==> config.mk <==
export PLATFORM = sky130hd
export DESIGN_NAME = pc_redirect_flat
export DESIGN_NICKNAME = d
export VERILOG_FILES = /design/src/rtl/cpu_pkg.sv /design/src/rtl/pc_redirect_if.sv /design/src/rtl/branch_target_calc.sv /design/src/rtl/pc_redirect.sv /design/src/flat_wrapper.sv
export SDC_FILE = /design/constraint.sdc
export NUM_CORES = 1
export LEC_CHECK = 0
export CAP_MARGIN = 10
export CORE_MARGIN = 5
export CORE_UTILIZATION = 35
export CTS_CLUSTER_DIAMETER = 120
export CTS_CLUSTER_SIZE = 28
export DETAILED_ROUTE_END_ITERATION = 10
export PLACE_DENSITY = 0.72
export SLEW_MARGIN = 20
export SYNTH_ARGS = -nofsm -noshare
export SYNTH_HDL_FRONTEND = slang
export SYNTH_SLANG_ARGS = --single-unit
==> constraint.sdc <==
create_clock -name clk_pi -period 5.5 [get_ports clk_pi]
set_input_delay 1.1 -clock clk_pi [delete_from_list [all_inputs] [get_ports clk_pi]]
set_output_delay 1.1 -clock clk_pi [all_outputs]
set_load 0.02 [all_outputs]
==> src/rtl/cpu_pkg.sv <==
// -----------------------------------------------------------------------------
// cpu_pkg
//   Definitions shared by the fetch-redirect slice of the 16-bit core.
//   Contents:
//     pc_state_t            - FSM states of the PC / redirect unit
//     PC_WIDTH_DEFAULT      - default PC / instruction-address width (word address)
//     RESET_VECTOR_DEFAULT  - default PC value after reset
//     FLUSH_CYCLES_DEFAULT  - default number of wrong-path slots squashed per redirect
//     FLUSH_CNT_WIDTH       - width of the flush-window counter (covers 1..7)
//     flush_count()         - turns the FLUSH_CYCLES parameter into a counter load value
// -----------------------------------------------------------------------------
package cpu_pkg;

  localparam int          PC_WIDTH_DEFAULT     = 16;
  localparam logic [15:0] RESET_VECTOR_DEFAULT = 16'h0000;
  localparam int          FLUSH_CYCLES_DEFAULT = 2;
  localparam int          FLUSH_CNT_WIDTH      = 3;

  typedef enum logic [1:0] {
    ST_RUN    = 2'd0,  // sequential fetch, redirect / halt accepted
    ST_FLUSH  = 2'd1,  // squashing wrong-path instructions after a redirect
    ST_HALTED = 2'd2   // core stopped; only reset leaves this state
  } pc_state_t;

  // Clamp the flush depth to the range the counter can represent. A depth of
  // zero would make the FLUSH state unreachable-to-exit, so 1 is the minimum.
  function automatic logic [FLUSH_CNT_WIDTH-1:0] flush_count(input int cycles);
    if (cycles < 1) begin
      return FLUSH_CNT_WIDTH'(1);
    end else if (cycles > 7) begin
      return FLUSH_CNT_WIDTH'(7);
    end else begin
      return FLUSH_CNT_WIDTH'(cycles);
    end
  endfunction

endpackage : cpu_pkg

==> src/rtl/pc_redirect_if.sv <==
// -----------------------------------------------------------------------------
// pc_redirect_if
//   Bundle of the control/data signals between decode/execute, the PC unit
//   and instruction fetch. Clock and reset are kept outside the bundle.
//   Signals (direction as seen by the PC unit):
//     stall_pi            in  : pipeline stall, PC and flush counter hold
//     is_branch_taken_pi  in  : taken decision from the branch comparator
//     branch_pc_pi        in  : PC of the resolving branch
//     branch_offset_pi    in  : signed offset relative to branch_pc_pi + 1
//     is_jump_pi          in  : absolute jump request from decode
//     jump_target_pi      in  : absolute jump target
//     halt_pi             in  : halt instruction decoded
//     pc_po               out : registered fetch address
//     fetch_valid_po      out : pc_po is a real fetch this cycle
//     flush_po            out : squash the instruction(s) in flight
//     halted_po           out : core halted
//   Modports:
//     master - the pipeline side that drives requests and observes the PC
//     slave  - the PC / redirect unit
// -----------------------------------------------------------------------------
interface pc_redirect_if
  import cpu_pkg::*;
#(
  parameter int PC_WIDTH = PC_WIDTH_DEFAULT
);

  logic                stall_pi;
  logic                is_branch_taken_pi;
  logic [PC_WIDTH-1:0] branch_pc_pi;
  logic [PC_WIDTH-1:0] branch_offset_pi;
  logic                is_jump_pi;
  logic [PC_WIDTH-1:0] jump_target_pi;
  logic                halt_pi;
  logic [PC_WIDTH-1:0] pc_po;
  logic                fetch_valid_po;
  logic                flush_po;
  logic                halted_po;

  modport master (
    output stall_pi,
    output is_branch_taken_pi,
    output branch_pc_pi,
    output branch_offset_pi,
    output is_jump_pi,
    output jump_target_pi,
    output halt_pi,
    input  pc_po,
    input  fetch_valid_po,
    input  flush_po,
    input  halted_po
  );

  modport slave (
    input  stall_pi,
    input  is_branch_taken_pi,
    input  branch_pc_pi,
    input  branch_offset_pi,
    input  is_jump_pi,
    input  jump_target_pi,
    input  halt_pi,
    output pc_po,
    output fetch_valid_po,
    output flush_po,
    output halted_po
  );

endinterface : pc_redirect_if

==> src/rtl/branch_target_calc.sv <==
// -----------------------------------------------------------------------------
// branch_target_calc
//   Purely combinational PC-relative target adder:
//     o_target = i_branch_pc + 1 + i_branch_offset  (mod 2^PC_WIDTH)
//   The offset is two's complement, so a plain modular add covers both
//   forward and backward branches; wrap-around is silent by design.
//   Ports:
//     i_branch_pc      in  PC_WIDTH : PC of the resolving branch
//     i_branch_offset  in  PC_WIDTH : signed offset relative to the next PC
//     o_target         out PC_WIDTH : branch target address
// -----------------------------------------------------------------------------
module branch_target_calc
  import cpu_pkg::*;
#(
  parameter int PC_WIDTH = PC_WIDTH_DEFAULT
) (
  input  logic [PC_WIDTH-1:0] i_branch_pc,
  input  logic [PC_WIDTH-1:0] i_branch_offset,
  output logic [PC_WIDTH-1:0] o_target
);

  logic [PC_WIDTH-1:0] w_next_pc;

  assign w_next_pc = i_branch_pc + PC_WIDTH'(1);
  assign o_target  = w_next_pc + i_branch_offset;

endmodule : branch_target_calc

==> src/rtl/pc_redirect.sv <==
// -----------------------------------------------------------------------------
// pc_redirect
//   Program counter and fetch-redirect unit. Owns the PC register, selects
//   between sequential fetch, a PC-relative branch target and an absolute
//   jump target, and opens a flush window after every redirect so that the
//   wrong-path instructions already fetched get squashed.
//
//   FSM:
//     RUN    - redirect (branch beats jump) -> load target, open flush window
//              else halt                    -> HALTED, PC holds
//              else !stall                  -> PC + 1
//     FLUSH  - redirect/halt inputs ignored (they come from squashed slots);
//              each unstalled cycle advances PC and burns one flush slot
//     HALTED - everything frozen until reset
//
//   All outputs come straight from flops; there is no input->output path.
//
//   Ports:
//     clk_pi    in : clock, rising edge
//     reset_pi  in : synchronous, active-high reset (highest priority)
//     bus       slave modport of pc_redirect_if (see interface header)
//
//   Parameters:
//     PC_WIDTH      PC / address width
//     RESET_VECTOR  PC value after reset
//     FLUSH_CYCLES  wrong-path slots squashed per redirect (1..7)
// -----------------------------------------------------------------------------
module pc_redirect
  import cpu_pkg::*;
#(
  parameter int                  PC_WIDTH     = PC_WIDTH_DEFAULT,
  parameter logic [PC_WIDTH-1:0] RESET_VECTOR = PC_WIDTH'(RESET_VECTOR_DEFAULT),
  parameter int                  FLUSH_CYCLES = FLUSH_CYCLES_DEFAULT
) (
  input  logic          clk_pi,
  input  logic          reset_pi,
  pc_redirect_if.slave  bus
);

  localparam logic [FLUSH_CNT_WIDTH-1:0] FLUSH_LOAD = flush_count(FLUSH_CYCLES);

  // ---------------------------------------------------------------------------
  // State
  // ---------------------------------------------------------------------------
  pc_state_t                  r_state;
  logic [PC_WIDTH-1:0]        r_pc;
  logic [FLUSH_CNT_WIDTH-1:0] r_flush_cnt;
  logic                       r_fetch_valid;
  logic                       r_flush;
  logic                       r_halted;

  // ---------------------------------------------------------------------------
  // Next-state signals
  // ---------------------------------------------------------------------------
  pc_state_t                  w_state_nxt;
  logic [PC_WIDTH-1:0]        w_pc_nxt;
  logic [FLUSH_CNT_WIDTH-1:0] w_flush_cnt_nxt;

  logic [PC_WIDTH-1:0]        w_branch_target;
  logic [PC_WIDTH-1:0]        w_redirect_target;
  logic [PC_WIDTH-1:0]        w_pc_inc;
  logic                       w_redirect;

  // ---------------------------------------------------------------------------
  // Target computation
  // ---------------------------------------------------------------------------
  branch_target_calc #(
    .PC_WIDTH (PC_WIDTH)
  ) u_branch_target_calc (
    .i_branch_pc     (bus.branch_pc_pi),
    .i_branch_offset (bus.branch_offset_pi),
    .o_target        (w_branch_target)
  );

  assign w_redirect = bus.is_branch_taken_pi | bus.is_jump_pi;

  // The branch comparator resolves an older instruction than the decode-stage
  // jump, so when both fire the jump itself is on the wrong path.
  assign w_redirect_target = bus.is_branch_taken_pi ? w_branch_target
                                                    : bus.jump_target_pi;

  assign w_pc_inc = r_pc + PC_WIDTH'(1);

  // ---------------------------------------------------------------------------
  // Next-state logic
  // ---------------------------------------------------------------------------
  always_comb begin
    // NOTE: every signal assigned in this block gets a default first, so no
    // path through the case can leave a value unassigned and infer a latch.
    w_state_nxt     = r_state;
    w_pc_nxt        = r_pc;
    w_flush_cnt_nxt = r_flush_cnt;

    unique case (r_state)
      ST_RUN: begin
        // Redirect is honoured even under stall: the branch has resolved and
        // the fetch stream must change regardless of back-pressure.
        if (w_redirect) begin
          w_pc_nxt        = w_redirect_target;
          w_flush_cnt_nxt = FLUSH_LOAD;
          w_state_nxt     = ST_FLUSH;
        end else if (bus.halt_pi) begin
          w_state_nxt = ST_HALTED;
        end else if (!bus.stall_pi) begin
          w_pc_nxt = w_pc_inc;
        end
      end

      ST_FLUSH: begin
        if (!bus.stall_pi) begin
          w_pc_nxt = w_pc_inc;
          // Leaving on the last slot (rather than one cycle after the count
          // hits zero) lets a new redirect land with no dead cycle.
          if (r_flush_cnt <= FLUSH_CNT_WIDTH'(1)) begin
            w_flush_cnt_nxt = '0;
            w_state_nxt     = ST_RUN;
          end else begin
            w_flush_cnt_nxt = r_flush_cnt - FLUSH_CNT_WIDTH'(1);
          end
        end
      end

      ST_HALTED: begin
        // Frozen: defaults already hold PC, counter and state.
      end

      default: begin
        // Unused encoding: recover into RUN rather than lock up.
        w_state_nxt     = ST_RUN;
        w_flush_cnt_nxt = '0;
      end
    endcase
  end

  // ---------------------------------------------------------------------------
  // Registers (outputs are registered from the next state so they line up
  // with the PC they describe)
  // ---------------------------------------------------------------------------
  always_ff @(posedge clk_pi) begin
    // NOTE: non-blocking assignments here so every flop samples the values
    // from before this edge, independent of statement order.
    if (reset_pi) begin
      r_state       <= ST_RUN;
      r_pc          <= RESET_VECTOR;
      r_flush_cnt   <= '0;
      r_fetch_valid <= 1'b0;
      r_flush       <= 1'b0;
      r_halted      <= 1'b0;
    end else begin
      r_state       <= w_state_nxt;
      r_pc          <= w_pc_nxt;
      r_flush_cnt   <= w_flush_cnt_nxt;
      r_fetch_valid <= (w_state_nxt != ST_HALTED);
      r_flush       <= (w_state_nxt == ST_FLUSH);
      r_halted      <= (w_state_nxt == ST_HALTED);
    end
  end

  // ---------------------------------------------------------------------------
  // Outputs
  // ---------------------------------------------------------------------------
  assign bus.pc_po          = r_pc;
  assign bus.fetch_valid_po = r_fetch_valid;
  assign bus.flush_po       = r_flush;
  assign bus.halted_po      = r_halted;

endmodule : pc_redirect

==> src/flat_wrapper.sv <==
// flat-port wrapper written by rule: the top's interface ports become plain ports
module pc_redirect_flat import cpu_pkg::*;
#(
  parameter int                  PC_WIDTH     = PC_WIDTH_DEFAULT,
  parameter logic [PC_WIDTH-1:0] RESET_VECTOR = PC_WIDTH'(RESET_VECTOR_DEFAULT),
  parameter int                  FLUSH_CYCLES = FLUSH_CYCLES_DEFAULT
)
  (clk_pi, reset_pi, bus_stall_pi, bus_is_branch_taken_pi, bus_branch_pc_pi, bus_branch_offset_pi, bus_is_jump_pi, bus_jump_target_pi, bus_halt_pi, bus_pc_po, bus_fetch_valid_po, bus_flush_po, bus_halted_po);
  pc_redirect_if #(.PC_WIDTH(PC_WIDTH)) bus_i ();
  input  logic clk_pi;
  input  logic reset_pi;
  input wire logic [$bits(bus_i.stall_pi)-1:0] bus_stall_pi;
  input wire logic [$bits(bus_i.is_branch_taken_pi)-1:0] bus_is_branch_taken_pi;
  input wire logic [$bits(bus_i.branch_pc_pi)-1:0] bus_branch_pc_pi;
  input wire logic [$bits(bus_i.branch_offset_pi)-1:0] bus_branch_offset_pi;
  input wire logic [$bits(bus_i.is_jump_pi)-1:0] bus_is_jump_pi;
  input wire logic [$bits(bus_i.jump_target_pi)-1:0] bus_jump_target_pi;
  input wire logic [$bits(bus_i.halt_pi)-1:0] bus_halt_pi;
  output wire logic [$bits(bus_i.pc_po)-1:0] bus_pc_po;
  output wire logic [$bits(bus_i.fetch_valid_po)-1:0] bus_fetch_valid_po;
  output wire logic [$bits(bus_i.flush_po)-1:0] bus_flush_po;
  output wire logic [$bits(bus_i.halted_po)-1:0] bus_halted_po;
  assign bus_i.stall_pi = bus_stall_pi;
  assign bus_i.is_branch_taken_pi = bus_is_branch_taken_pi;
  assign bus_i.branch_pc_pi = bus_branch_pc_pi;
  assign bus_i.branch_offset_pi = bus_branch_offset_pi;
  assign bus_i.is_jump_pi = bus_is_jump_pi;
  assign bus_i.jump_target_pi = bus_jump_target_pi;
  assign bus_i.halt_pi = bus_halt_pi;
  assign bus_pc_po = bus_i.pc_po;
  assign bus_fetch_valid_po = bus_i.fetch_valid_po;
  assign bus_flush_po = bus_i.flush_po;
  assign bus_halted_po = bus_i.halted_po;
  pc_redirect #(.PC_WIDTH(PC_WIDTH), .RESET_VECTOR(RESET_VECTOR), .FLUSH_CYCLES(FLUSH_CYCLES)) u_core (.clk_pi(clk_pi), .reset_pi(reset_pi), .bus(bus_i));
endmodule
==> summary.md, run 1 <==
| Metric | Value |
|---|---|
| Outcome | `complete, no violations` |
| Average size of a mapped cell | `7.413 um^2` |
| Routability cong. | `0.8611` |
| Reg-to-reg endpoint | `u_core.bus.pc_po[11]` |
| Maximum buffer depth of the clock tree | `2` |
| Count of antenna-violating nets left after detailed routing | `0` |
| F_max | `291.2 MHz` |
| Global-route usage over all layers | `15.05%` |
| Placed cell areas | `3035 um^2` |
| Unique masters post-synth | `56` |
| Number of H-tree levels | `1` |
| Setup tns final | `0 ns` |
| Startpoint of the worst register-to-register path | `u_core.r_state[0]` |
| Vertical extent of the die | `90.51 um` |
| RSZ-0062 raised after global routing | `no` |
| Largest area contributor in the synthesized netlist | `sky130_fd_sc_hd__dfxtp_1` |
| Final setup violation count | `0` |
| Clock slew at the register clock pins of the worst setup and hold paths | `0.09 ns` |
| # Post-CTS Setup Buffers | `0` |
| Number of nets in the synthesized netlist | `379` |
| Post-cts gate resize count | `0` |
| Hold-critical path endpoint | `u_core.r_flush_cnt[2]` |
| First-pass GRT wire length | `10.65 mm` |
| Clock Skew | `0.005506 ns` |
| Clock network latency to the later pin of the worst-skew pair | `0.27 ns` |
| Drt initial violations | `344` |
| Arrival time reported for the critical path endpoint | `3.60 ns` |
| Worst voltage drop across the vdd grid | `0.1070 mV` |
| Number of global-route vias before repair | `2,284` |
| Synthesis-to-finish area growth | `36.24%` |
| Share of synthesized flip-flops with an asynchronous set or reset | `0%` |
| Prevailing post-synth register cell | `sky130_fd_sc_hd__dfxtp_1` |
| Summed area of non-filler cells in the final layout | `3090 um^2` |
| Most frequent cell after synthesis | `sky130_fd_sc_hd__nor2_1` |
| Number of max-capacitance violations reported | `0` |
| Final count of hold timing violations | `0` |
| Initial antenna violation count | `0` |
| Pins over their slew limit | `0` |
| CORE AREA | `6314 um^2` |
| Clock tree from TritonCTS | `done` |
| Cell types with the largest area share after synthesis | `sky130_fd_sc_hd__dfxtp_1, sky130_fd_sc_hd__ha_1, sky130_fd_sc_hd__a21oi_1, sky130_fd_sc_hd__nor2_1, sky130_fd_sc_hd__nand2_1` |
| WL per Instance | `14.64 um` |
| Class of the worst hold path | `register to register` |
| Critical path required time | `5.67 ns` |
| Critical path start-end classification | `input pin to register` |
| Most common library cells after synthesis | `sky130_fd_sc_hd__nor2_1, sky130_fd_sc_hd__a21oi_1, sky130_fd_sc_hd__nand2_1` |
| Number of warning messages in the yosys log | `0` |
| Total clock sinks | `24` |
| DRC errors left | `0` |
| Combinational family with the most area after synthesis | `compound AO/OA/AOI/OAI gates` |
| Post-layout minimum cycle time | `3.434 ns` |
| Hold-fix buffers at CTS | `0` |
| Placement Rows | `29` |
| Total CTS buffers | `3` |
| Slew HR | `31.37%` |
| M1 wire length | `3.051 mm` |
| Routed via count divided by cell count | `5.674` |
| Type of element capturing the critical path | `register` |
| Starting density of the core | `35.93%` |
| Type of origin of the critical path | `input pin` |
| Layout cells sized above 1 | `2.989%` |
| Gate Count Post-Synth | `306` |
| Io pins | `73` |
| Transition time at the pin with the least slew margin | `1.023 ns` |
| Detailed-route via count | `2,525` |
| Area share of fa/ha/maj cells after synthesis | `10.81%` |
| Cell Area, Synth | `2268 um^2` |
| Fraction of synthesized cell area in xor and xnor cells | `2.703%` |
| Overall die area | `8191 um^2` |
| Placed wire-length estimate after detailed placement | `5.163 mm` |
| Proportion of synthesized area in mux cells | `4.026%` |
| Net total in the final layout | `442` |
| Overall die width | `90.51 um` |
| Reg-to-reg setup timing slack | `3.23 ns` |
| Residual overflow from global routing | `0` |
| Fraction of the yosys area taken by sequential cells | `21.18%` |
| EDFF count, synth | `0` |
| R2R cell count | `6` |
| Final worst-path cycle share | `62.43%` |
| Synth top area share | `21.18%` |
| Leak Pwr | `1.244 nW` |
| Total length of routed met2 wires | `3.002 mm` |
| Power per standard cell area | `203.3 nW/um^2` |
| Worst Hold Depth | `2` |
| Uppermost layer routed | `met4` |
| Routed wire length | `6.514 mm` |
| Hold path startpoint | `u_core.r_flush_cnt[2]` |
| ANT cells | `0` |
| Fraction of the mapped netlist area in compound gates | `33.09%` |
| CTS Root Buffer Type | `sky130_fd_sc_hd__clkbuf_8` |
| Simple-gate area share of the yosys netlist | `23.99%` |
| Count of port buffers added during placement | `72` |
| Length of routed met3 wiring | `394 um` |
| Register bit total from synthesis | `24` |
| Pin count of the biggest net entering global routing | `29` |
| Highest fanout seen on the critical path | `28` |
| DRT Pass-1 Iters | `5` |
[kinds of logic after synthesis]
group           count (synthesis)
buf+inv                        24
compound gates                110
xor+xnor                        7
simple gates                  113
mux                             9
flops                          24
fa+ha+maj                      19
[layout by cell type, fill, tap and decap left out, types with 8 or more instances in the layout]
| cell | instances |
|---|---|
| sky130_fd_sc_hd__inv_1 | 8 |
| sky130_fd_sc_hd__nor3_1 | 17 |
| sky130_fd_sc_hd__dfxtp_1 | 24 |
| sky130_fd_sc_hd__ha_1 | 18 |
| sky130_fd_sc_hd__nand3_1 | 10 |
| sky130_fd_sc_hd__a21oi_1 | 27 |
| sky130_fd_sc_hd__o21ai_0 | 15 |
| sky130_fd_sc_hd__nand2_1 | 25 |
| sky130_fd_sc_hd__mux2i_1 | 8 |
| sky130_fd_sc_hd__nor2_1 | 31 |
| sky130_fd_sc_hd__clkdlybuf4s50_1 | 72 |
[sequential cells by signal, indices dropped and copies added, names as in the netlist]
name	flops
u_core.bus.pc_po	16
u_core.r_flush_cnt	3
u_core.bus.halted_po	1
u_core.bus.flush_po	1
u_core.r_state	2
u_core.bus.fetch_valid_po	1
[through the flow]
step | cells | worst slack [ns] | power [mW] | util [%] | hold WS (ns)
global route | 445 | 1.896 | 0.6677 | 48.95 | 0.5155
CTS | 445 | 2.089 | 0.6287 | 48.95 | 0.4921
detailed placement | 441 | 1.798 | 0.5074 | 48.08 | 0.4783
finish | 445 | 2.066 | 0.6284 | 48.95 | 0.4904
global placement | 441 | 1.847 | 0.5038 | 48.08 | 0.4782
floorplan | 306 | 2.468 | 0.3932 | - | 0.4577
[cell type report]
class | count | area [um^2]
Clock buffer | 4 | 55.05
Fill cell | 627 | 3223
Inverter | 8 | 30.03
Multi-Input combinational cell | 258 | 1693
Sequential cell | 24 | 480.5
Tap cell | 77 | 96.34
Timing Repair Buffer | 74 | 735.7
[worst max-delay path by stage]
stage	cells past startpoint	slack, ns	startpoint	endpoint
3_3_place_gp	8	1.85	bus_is_branch_taken_pi	u_core.bus.pc_po[11]
6_report	8	2.07	bus_is_branch_taken_pi	u_core.bus.pc_po[11]
4_1_cts	8	2.09	bus_is_branch_taken_pi	u_core.bus.pc_po[11]
2_1_floorplan	10	2.47	bus_branch_offset_pi[0]	u_core.bus.pc_po[10]
3_5_place_dp	8	1.80	bus_is_branch_taken_pi	u_core.bus.pc_po[11]
5_1_grt	8	1.90	bus_is_branch_taken_pi	u_core.bus.pc_po[11]
[critical path: stages]
cell                              delay, ns
sky130_fd_sc_hd__clkdlybuf4s50_1       0.45
sky130_fd_sc_hd__buf_4                 0.29
sky130_fd_sc_hd__nor2_1                0.17
sky130_fd_sc_hd__a31oi_1               0.79
sky130_fd_sc_hd__nand2_1               0.24
sky130_fd_sc_hd__nor2_1                0.26
sky130_fd_sc_hd__a311oi_1              0.13
sky130_fd_sc_hd__o221a_1               0.16
[where the power goes]
group | internal (mW) | total, mW | leakage [nW] | switching [mW]
sequential | 0.194 | 0.218 | 0.199 | 0.0240
combinational | 0.141 | 0.288 | 1.02 | 0.147
clock | 0.0640 | 0.122 | 0.0288 | 0.0581
total | 0.399 | 0.628 | 1.24 | 0.229
[metal layers]
layer  GRT usage (%)  vias up
li1                -     1287
met1           20.05     1142
met2           25.42       92
met3           2.083        4
met4           3.722        0
met5               0        -
Note: power is estimated with default switching activity, not from simulation.
==> run 2, diff against run 1 <==
==> constraint.sdc (replaced) <==
create_clock -name clk_pi -period 3.2 [get_ports clk_pi]
set_input_delay 0.64 -clock clk_pi [delete_from_list [all_inputs] [get_ports clk_pi]]
set_output_delay 0.64 -clock clk_pi [all_outputs]
set_load 0.02 [all_outputs]
==> run 2 against run 1 <==
Sequential share of layout area fell by 0.14 points. Power grew 69%. Register-to-register slack worse by 2.3 ns. Combinational power is 76% higher. Clock-buffer cell count is 1 lower. Sequential power grew 72%. Final cell count grew 0.90%. Highest routed layer unchanged.
==> summary.md, run 2 (synthesis gave the netlist of run 1 again) <==
| Metric | Value |
|---|---|
| Outcome | `complete, no violations` |
| # Post-CTS Setup Buffers | `0 (unchanged)` |
| Fillers | `636 (+1.4%)` |
| Reg-to-reg setup timing slack | `0.93 ns (-2.30 ns)` |
| Vertical extent of the die | `90.51 um (unchanged)` |
| Count of port buffers added during placement | `72 (unchanged)` |
| Critical path required time | `3.36 ns (-2.31 ns)` |
| Worst setup slack after placement | `-0.07843 ns (-1.876 ns)` |
| Chain of cells forming the critical path | `clkdlybuf4s50_1 > inv_1 > ha_1 > inv_1 > fa_1 > a211oi_2 > o21bai_1 > o221a_2 > o21ai_1 > nand4_1 > a311oi_1` |
| Critical path start-end classification | `input pin to register` |
| DRC errors left | `0 (unchanged)` |
| Routability cong. | `0.8546 (-0.75%)` |
| Initial antenna violation count | `0 (unchanged)` |
| Power per standard cell area | `340.8 nW/um^2 (+68%)` |
| Clock group share of total power | `17.0% (-2.4 points)` |
| Most frequent cells in the layout | `sky130_fd_sc_hd__clkdlybuf4s50_1, sky130_fd_sc_hd__nor2_1, sky130_fd_sc_hd__a21oi_1, sky130_fd_sc_hd__nand2_1, sky130_fd_sc_hd__dfxtp_1` |
| Pin count of the biggest net entering global routing | `28 (-3.4%)` |
| Final hold slack | `0.5009 ns (+0.01049 ns)` |
| Most Frequent Cell on Critical Path | `sky130_fd_sc_hd__inv_1` |
| Startpoint of the worst register-to-register path | `u_core.r_state[1]` |
| CTS Root Buffer Type | `sky130_fd_sc_hd__clkbuf_8` |
| Class of the worst hold path | `register to register` |
| Final count of hold timing violations | `0 (unchanged)` |
| Pins over their slew limit | `0 (unchanged)` |
| Slew HR | `42.80% (+11 points)` |
| Clock network latency to the later pin of the worst-skew pair | `0.27 ns (about the same)` |
| Net load switching power | `0.3954 mW (+73%)` |
| Overall die width | `90.51 um (unchanged)` |
| Maximum buffer depth of the clock tree | `2 (unchanged)` |
| Hold path startpoint | `u_core.r_flush_cnt[2]` |
| Gate power share | `47.8% (+2.0 points)` |
| Type of origin of the critical path | `input pin` |
| Post-layout minimum cycle time | `2.924 ns` |
| Starting density of the core | `35.93% (unchanged)` |
| WL per Instance | `15.31 um (+4.6%)` |
| Number of max-capacitance violations reported | `0 (unchanged)` |
| Number of H-tree levels | `1 (unchanged)` |
| Clock Skew | `0.004700 ns (-0.0008053 ns)` |
| Final core utilization | `49.41% (+0.46 points)` |
| F_max | `341.9 MHz` |
| Synthesis-to-finish area growth | `37.51%` |
| Layout cells sized above 1 | `4.301% (+1.3 points)` |
| Worst voltage drop across the vdd grid | `0.2305 mV (+120%)` |
| Residual overflow from global routing | `0 (unchanged)` |
| DP Cell Count | `446 (+1.1%)` |
| CP Launch Point | `bus_branch_offset_pi[0]` |
| Highest fanout seen on the critical path | `3 (-89%)` |
| RSZ-0062 raised after global routing | `no` |
| Number of global-route vias before repair | `2,428 (+6.3%)` |
| Proportion of total power due to net switching | `37.20% (+0.77 points)` |
| Drt initial violations | `333 (-3.2%)` |
| Hold-fix buffers at CTS | `0 (unchanged)` |
| Largest register FFs | `16 (unchanged)` |
| Io pins | `73 (unchanged)` |
| Net total in the final layout | `447 (+1.1%)` |
| Post-cts gate resize count | `0 (unchanged)` |
| Global-route usage over all layers | `16.26% (+1.2 points)` |
| Overall die area | `8191 um^2 (unchanged)` |
| Leak Pwr | `1.262 nW (+1.4%)` |
| Count of antenna-violating nets left after detailed routing | `0 (unchanged)` |
| Critical path's largest stage delay | `0.42 ns (-0.37 ns)` |
| Number of cells in the finished layout apart from fillers | `449 (+0.90%)` |
| CORE AREA | `6314 um^2 (unchanged)` |
| Setup tns final | `0 ns (unchanged)` |
| Clock tree from TritonCTS | `done` |
| Placed wire-length estimate after detailed placement | `5.477 mm (+6.1%)` |
| Type of element capturing the critical path | `register` |
| Internal power consumption | `0.6675 mW (+67%)` |
| Final setup violation count | `0 (unchanged)` |
| Final worst-path cycle share | `91.39%` |
| Routed via count divided by cell count | `5.704 (+0.52%)` |
| Most common cell after layout, fill and taps aside | `sky130_fd_sc_hd__clkdlybuf4s50_1` |
| Total CTS buffers | `3 (unchanged)` |
| Detailed-route via count | `2,561 (+1.4%)` |
| DRT Pass-1 Iters | `4 (-1)` |
| Placement Rows | `29 (unchanged)` |
| Share of total power in sequential cells | `35.2% (+0.5 points)` |
| Slowest stage cell, crit path | `sky130_fd_sc_hd__fa_1` |
| Clock slew at the register clock pins of the worst setup and hold paths | `0.09 ns (about the same)` |
| ANT cells | `0 (unchanged)` |
| Arrival time reported for the critical path endpoint | `3.08 ns (-0.52 ns)` |
| Total clock sinks | `24 (unchanged)` |
| Smallest setup slack after layout | `0.2755 ns (-1.791 ns)` |
| First-pass GRT wire length | `11.42 mm (+7.2%)` |
| Routed wire length | `6.874 mm (+5.5%)` |
| Transition time at the pin with the least slew margin | `0.8562 ns (-0.1664 ns)` |
-- run 2: metal layers --
layer	wire [um]	vias to the layer above	part of all wire, %	GRT usage, %
li1	-	1295	-	-
met4	116	0	1.7	4.591
met3	484	11	7.0	3.000
met5	0	-	0	0
met1	3063	1157	45	21.35
met2	3209	98	47	27.00
-- run 2: worst paths after layout --
kind                                              end  cells after the start
worst max-delay path             u_core.bus.pc_po[12]                     11
worst min-delay path            u_core.r_flush_cnt[2]                      2
worst max register to register   u_core.bus.pc_po[10]                      6
worst min register to register  u_core.r_flush_cnt[2]                      2
-- run 2: final cells by class --
cell class                 instances  area, um^2  share of cell area [%]
clock buffer                       3       41.29                   1.324
inverter                           8       30.03                  0.9627
multi-input combinational        258        1698                   54.43
sequential                        24       480.5                   15.40
tap                               77       96.34                   3.089
timing repair buffer              79       773.2                   24.79
-- run 2: metrics by stage --
| step | power (mW) | instance area, um^2 |
|---|---|---|
| 2_1_floorplan | 0.6758 | 2268 |
| 3_5_place_dp | 0.8830 | 3073 |
| 6_report | 1.063 | 3119 |
| 5_1_grt | 1.136 | 3119 |
| 4_1_cts | 1.066 | 3114 |
| 3_3_place_gp | 0.8738 | 3073 |
-- run 2: worst max-delay path, delay by kind of cell --
family / cells / cell delay, ns
adders and majority gates: 2 / 0.59
AOI/OAI and AO/OA: 5 / 1.22
buffers and inverters: 3 / 0.50
and+or+nand+nor: 1 / 0.13
-- run 2: power groups by stage --
stage	sequential, mW	clock [mW]	combinational (mW)
4_1_cts	0.373	0.185	0.508
2_1_floorplan	0.403	0	0.273
5_1_grt	0.379	0.196	0.561
6_report	0.374	0.181	0.508
3_3_place_gp	0.378	0	0.496
3_5_place_dp	0.379	0	0.504
==> run 3, diff against run 2 <==
--- a/config.mk
+++ b/config.mk
@@ -11,8 +11,9 @@
 export CTS_CLUSTER_DIAMETER = 120
 export CTS_CLUSTER_SIZE = 28
 export DETAILED_ROUTE_END_ITERATION = 10
-export PLACE_DENSITY = 0.72
+export PLACE_DENSITY = 0.71
 export SLEW_MARGIN = 20
 export SYNTH_ARGS = -nofsm -noshare
 export SYNTH_HDL_FRONTEND = slang
+export SYNTH_HIERARCHICAL = 1
 export SYNTH_SLANG_ARGS = --single-unit
==> run 3 against run 2 <==
Sequential share of layout area fell by 1.5 points. Power rose by 13%. Clock power rose by 52%. Final cell count rose by 9.6%. Critical path depth fell by 2. Clock-buffer cell count did not move. Global-route usage rose by 0.41 points. Critical path type unchanged.
==> summary.md, run 3 <==
| Metric | Value |
|---|---|
| Smallest setup slack after layout | `0.2428 ns (-0.03273 ns)` |
| Worst Hold Depth | `1 (-1)` |
| Fillers | `665 (+4.6%)` |
| Outcome | `complete, no violations` |
| Total CTS buffers | `3 (unchanged)` |
| Arrival time reported for the critical path endpoint | `3.11 ns (+0.03 ns)` |
| Synthesis-to-finish area growth | `41.53%` |
| Drt initial violations | `334 (+0.30%)` |
| Detailed-route via count | `2,775 (+8.4%)` |
| Synth top area share | `19.66% (-1.5 points)` |
| Prevailing post-synth register cell | `sky130_fd_sc_hd__dfxtp_1` |
| Placed cell areas | `3382 um^2 (+10%)` |
| EDFF count, synth | `0 (unchanged)` |
| Maximum buffer depth of the clock tree | `2 (unchanged)` |
| DRT Pass-1 Iters | `5 (+1)` |
| Number of cells in the finished layout apart from fillers | `492 (+9.6%)` |
| Transition time at the pin with the least slew margin | `0.5550 ns (-0.3012 ns)` |
| Placed wire-length estimate after detailed placement | `5.958 mm (+8.8%)` |
| Overall die width | `93.56 um (+3.4%)` |
| WL per Instance | `15.05 um (-1.7%)` |
| ANT cells | `0 (unchanged)` |
| Critical path required time | `3.35 ns (about the same)` |
| Initial antenna violation count | `0 (unchanged)` |
| Type of origin of the critical path | `input pin` |
| First-pass GRT wire length | `12.08 mm (+5.7%)` |
| Unique masters post-synth | `62 (+11%)` |
| Slew HR | `62.86% (+20 points)` |
| CTS Root Buffer Type | `sky130_fd_sc_hd__clkbuf_8` |
| Io pins | `73 (unchanged)` |
| Largest area contributor in the synthesized netlist | `sky130_fd_sc_hd__dfxtp_1` |
| Residual overflow from global routing | `0 (unchanged)` |
| Area used by sequential logic in the layout | `480.5 um^2 (unchanged)` |
| Global-route usage over all layers | `16.67% (+0.41 points)` |
| R2R cell count | `4 (-2)` |
| Number of H-tree levels | `1 (unchanged)` |
| Most common library cells after synthesis | `sky130_fd_sc_hd__a21oi_1, sky130_fd_sc_hd__dfxtp_1, sky130_fd_sc_hd__nand2_1` |
| Highest fanout seen on the critical path | `4 (+1)` |
| Gate Count Post-Synth | `313 (+2.3%)` |
| Number of nets in the synthesized netlist | `386 (+1.8%)` |
| Total clock sinks | `24 (unchanged)` |
| Slowest stage cell, crit path | `sky130_fd_sc_hd__or4_1` |
| Leak Pwr | `1.346 nW (+6.7%)` |
| Largest register FFs | `16 (unchanged)` |
| Chain of cells forming the critical path | `clkdlybuf4s50_1 > ha_1 > a21o_1 > or3_2 > o211ai_1 > nor3_1 > mux2i_1 > nor4_1 > or4_1` |
| Starting density of the core | `35.97% (+0.037 points)` |
| Critical path start-end classification | `input pin to register` |
| CORE AREA | `6794 um^2 (+7.6%)` |
| RSZ-0062 raised after global routing | `no` |
| DP Cell Count | `488 (+9.4%)` |
| Power per standard cell area | `348.3 nW/um^2 (+2.2%)` |
| Routed wire length | `7.403 mm (+7.7%)` |
| Routability cong. | `0.8600 (+0.63%)` |
| Critical path's largest stage delay | `0.52 ns (+0.10 ns)` |
| Count of port buffers added during placement | `72 (unchanged)` |
| Count of antenna-violating nets left after detailed routing | `0 (unchanged)` |
| Clock Skew | `0.006482 ns (+0.001782 ns)` |
| Clock slew at the register clock pins of the worst setup and hold paths | `0.09 ns (about the same)` |
| Placement Rows | `30 (+3.4%)` |
| Overall die area | `8753 um^2 (+6.9%)` |
| Worst voltage drop across the vdd grid | `0.1254 mV (-46%)` |
| Average size of a mapped cell | `7.807 um^2 (+5.3%)` |
| Clock tree from TritonCTS | `done` |
| Post-layout minimum cycle time | `2.957 ns (+0.03273 ns)` |
| Number of global-route vias before repair | `2,640 (+8.7%)` |
| Most frequent cell after synthesis | `sky130_fd_sc_hd__a21oi_1` |
| Final count of hold timing violations | `0 (unchanged)` |
| Cell types with the largest area share after synthesis | `sky130_fd_sc_hd__dfxtp_1, sky130_fd_sc_hd__ha_1, sky130_fd_sc_hd__mux2i_1, sky130_fd_sc_hd__a21oi_1, sky130_fd_sc_hd__xnor2_1` |
| Worst setup slack after placement | `-0.06782 ns (+0.01061 ns)` |
| Overall Power | `1.205 mW (+13%)` |
| Fraction of the yosys area taken by sequential cells | `19.66% (-1.5 points)` |
| DRC errors left | `0 (unchanged)` |
| Pin count of the biggest net entering global routing | `17 (-39%)` |
| Class of the worst hold path | `register to register` |
| Routed via count divided by cell count | `5.640 (-1.1%)` |
| Layout cells sized above 1 | `10.86% (+6.6 points)` |
| F_max | `338.2 MHz (-1.1%)` |
| Summed area of non-filler cells in the final layout | `3458 um^2 (+11%)` |
| Setup tns final | `0 ns (unchanged)` |
| Register bit total from synthesis | `24 (unchanged)` |
| Vertical extent of the die | `93.56 um (+3.4%)` |
| # Post-CTS Setup Buffers | `0 (unchanged)` |
| Clock network latency to the later pin of the worst-skew pair | `0.28 ns (about the same)` |
| Type of element capturing the critical path | `register` |
| Net total in the final layout | `470 (+5.1%)` |
| Number of max-capacitance violations reported | `0 (unchanged)` |
| Most frequent cells in the layout | `sky130_fd_sc_hd__clkdlybuf4s50_1, sky130_fd_sc_hd__a21oi_1, sky130_fd_sc_hd__dfxtp_1, sky130_fd_sc_hd__buf_4, sky130_fd_sc_hd__nand2_1` |
| Share of synthesized flip-flops with an asynchronous set or reset | `0% (unchanged)` |
| Pins over their slew limit | `0 (unchanged)` |
| Cell Area, Synth | `2444 um^2 (+7.7%)` |
| Most common cell after layout, fill and taps aside | `sky130_fd_sc_hd__clkdlybuf4s50_1` |
| Final worst-path cycle share | `92.41% (+1.0 points)` |
| Final setup violation count | `0 (unchanged)` |
| Multi-input logic area | `1829 um^2 (+7.7%)` |
| Number of warning messages in the yosys log | `6 (+6)` |
[run 3: changes by cell type in the layout (fill, tap and decap cells not counted), sizes merged, moves of 5 or more]
cell   before  now
inv         8   15
buf         7   24
nand2      25   19
nor2       31   15
nor4        2    9
nand4       3    8
mux2i       8   15
o21ai      20   13
[run 3: cells by family after synthesis]
group	synth area share, %
simple gates	26.27
compound gates	27.09
buf+inv	5.683
flops	19.66
fa+ha+maj	10.04
mux	6.605
xor+xnor	4.660
[run 3: final cells by class]
class | count | area share [%]
multi-input combinational | 257 | 52.89
timing repair buffer | 96 | 26.05
sequential | 24 | 13.89
tap | 96 | 3.473
inverter | 15 | 1.628
clock buffer | 3 | 1.194
clock inverter | 1 | 0.8683
[run 3: power by group]
group | internal [mW] | switching, mW
clock | 0.168 | 0.107
sequential | 0.332 | 0.0498
combinational | 0.280 | 0.268
total | 0.780 | 0.424
[run 3: path summary, 6_finish.rpt]
check                              from               endpoint  slack [ns]
setup / recovery    bus_branch_pc_pi[8]   u_core/bus.pc_po[11]        0.24
hold / removal    u_core/r_flush_cnt[2]  u_core/r_flush_cnt[2]        0.49
setup reg to reg      u_core/r_state[1]   u_core/bus.pc_po[11]        1.08
hold reg to reg   u_core/r_flush_cnt[2]  u_core/r_flush_cnt[2]        0.49
[run 3: worst max-delay path, delay by kind of cell]
| family | cells | cell delay (ns) |
|---|---|---|
| and+or+nand+nor | 4 | 1.10 |
| muxes | 1 | 0.23 |
| buffers and inverters | 1 | 0.40 |
| adders and majority gates | 1 | 0.34 |
| AOI/OAI and AO/OA | 2 | 0.39 |
[run 3: per-stage QoR]
step | utilization [%] | hold slack, ns
after global placement | 49.78 | 0.4676
after global routing | 50.90 | 0.5405
after detailed placement | 49.78 | 0.4759
after CTS | 50.83 | 0.4899
after floorplan | - | 0.4482
final | 50.90 | 0.4946
[run 3: timing repair]
item	CTS	global route
setup endpoints to repair	0	1
gates resized for setup	0	1
hold endpoints to repair	0	0
hold buffers	0	0
[run 3: routing by layer]
layer	part of all wire (%)	track usage (%)	up-vias	wire length, um
met5	0	0	-	0
met4	2.7	6.859	0	197
met3	7.6	3.379	20	564
met2	47	27.70	143	3477
met1	43	20.91	1252	3163
li1	-	-	1360	-
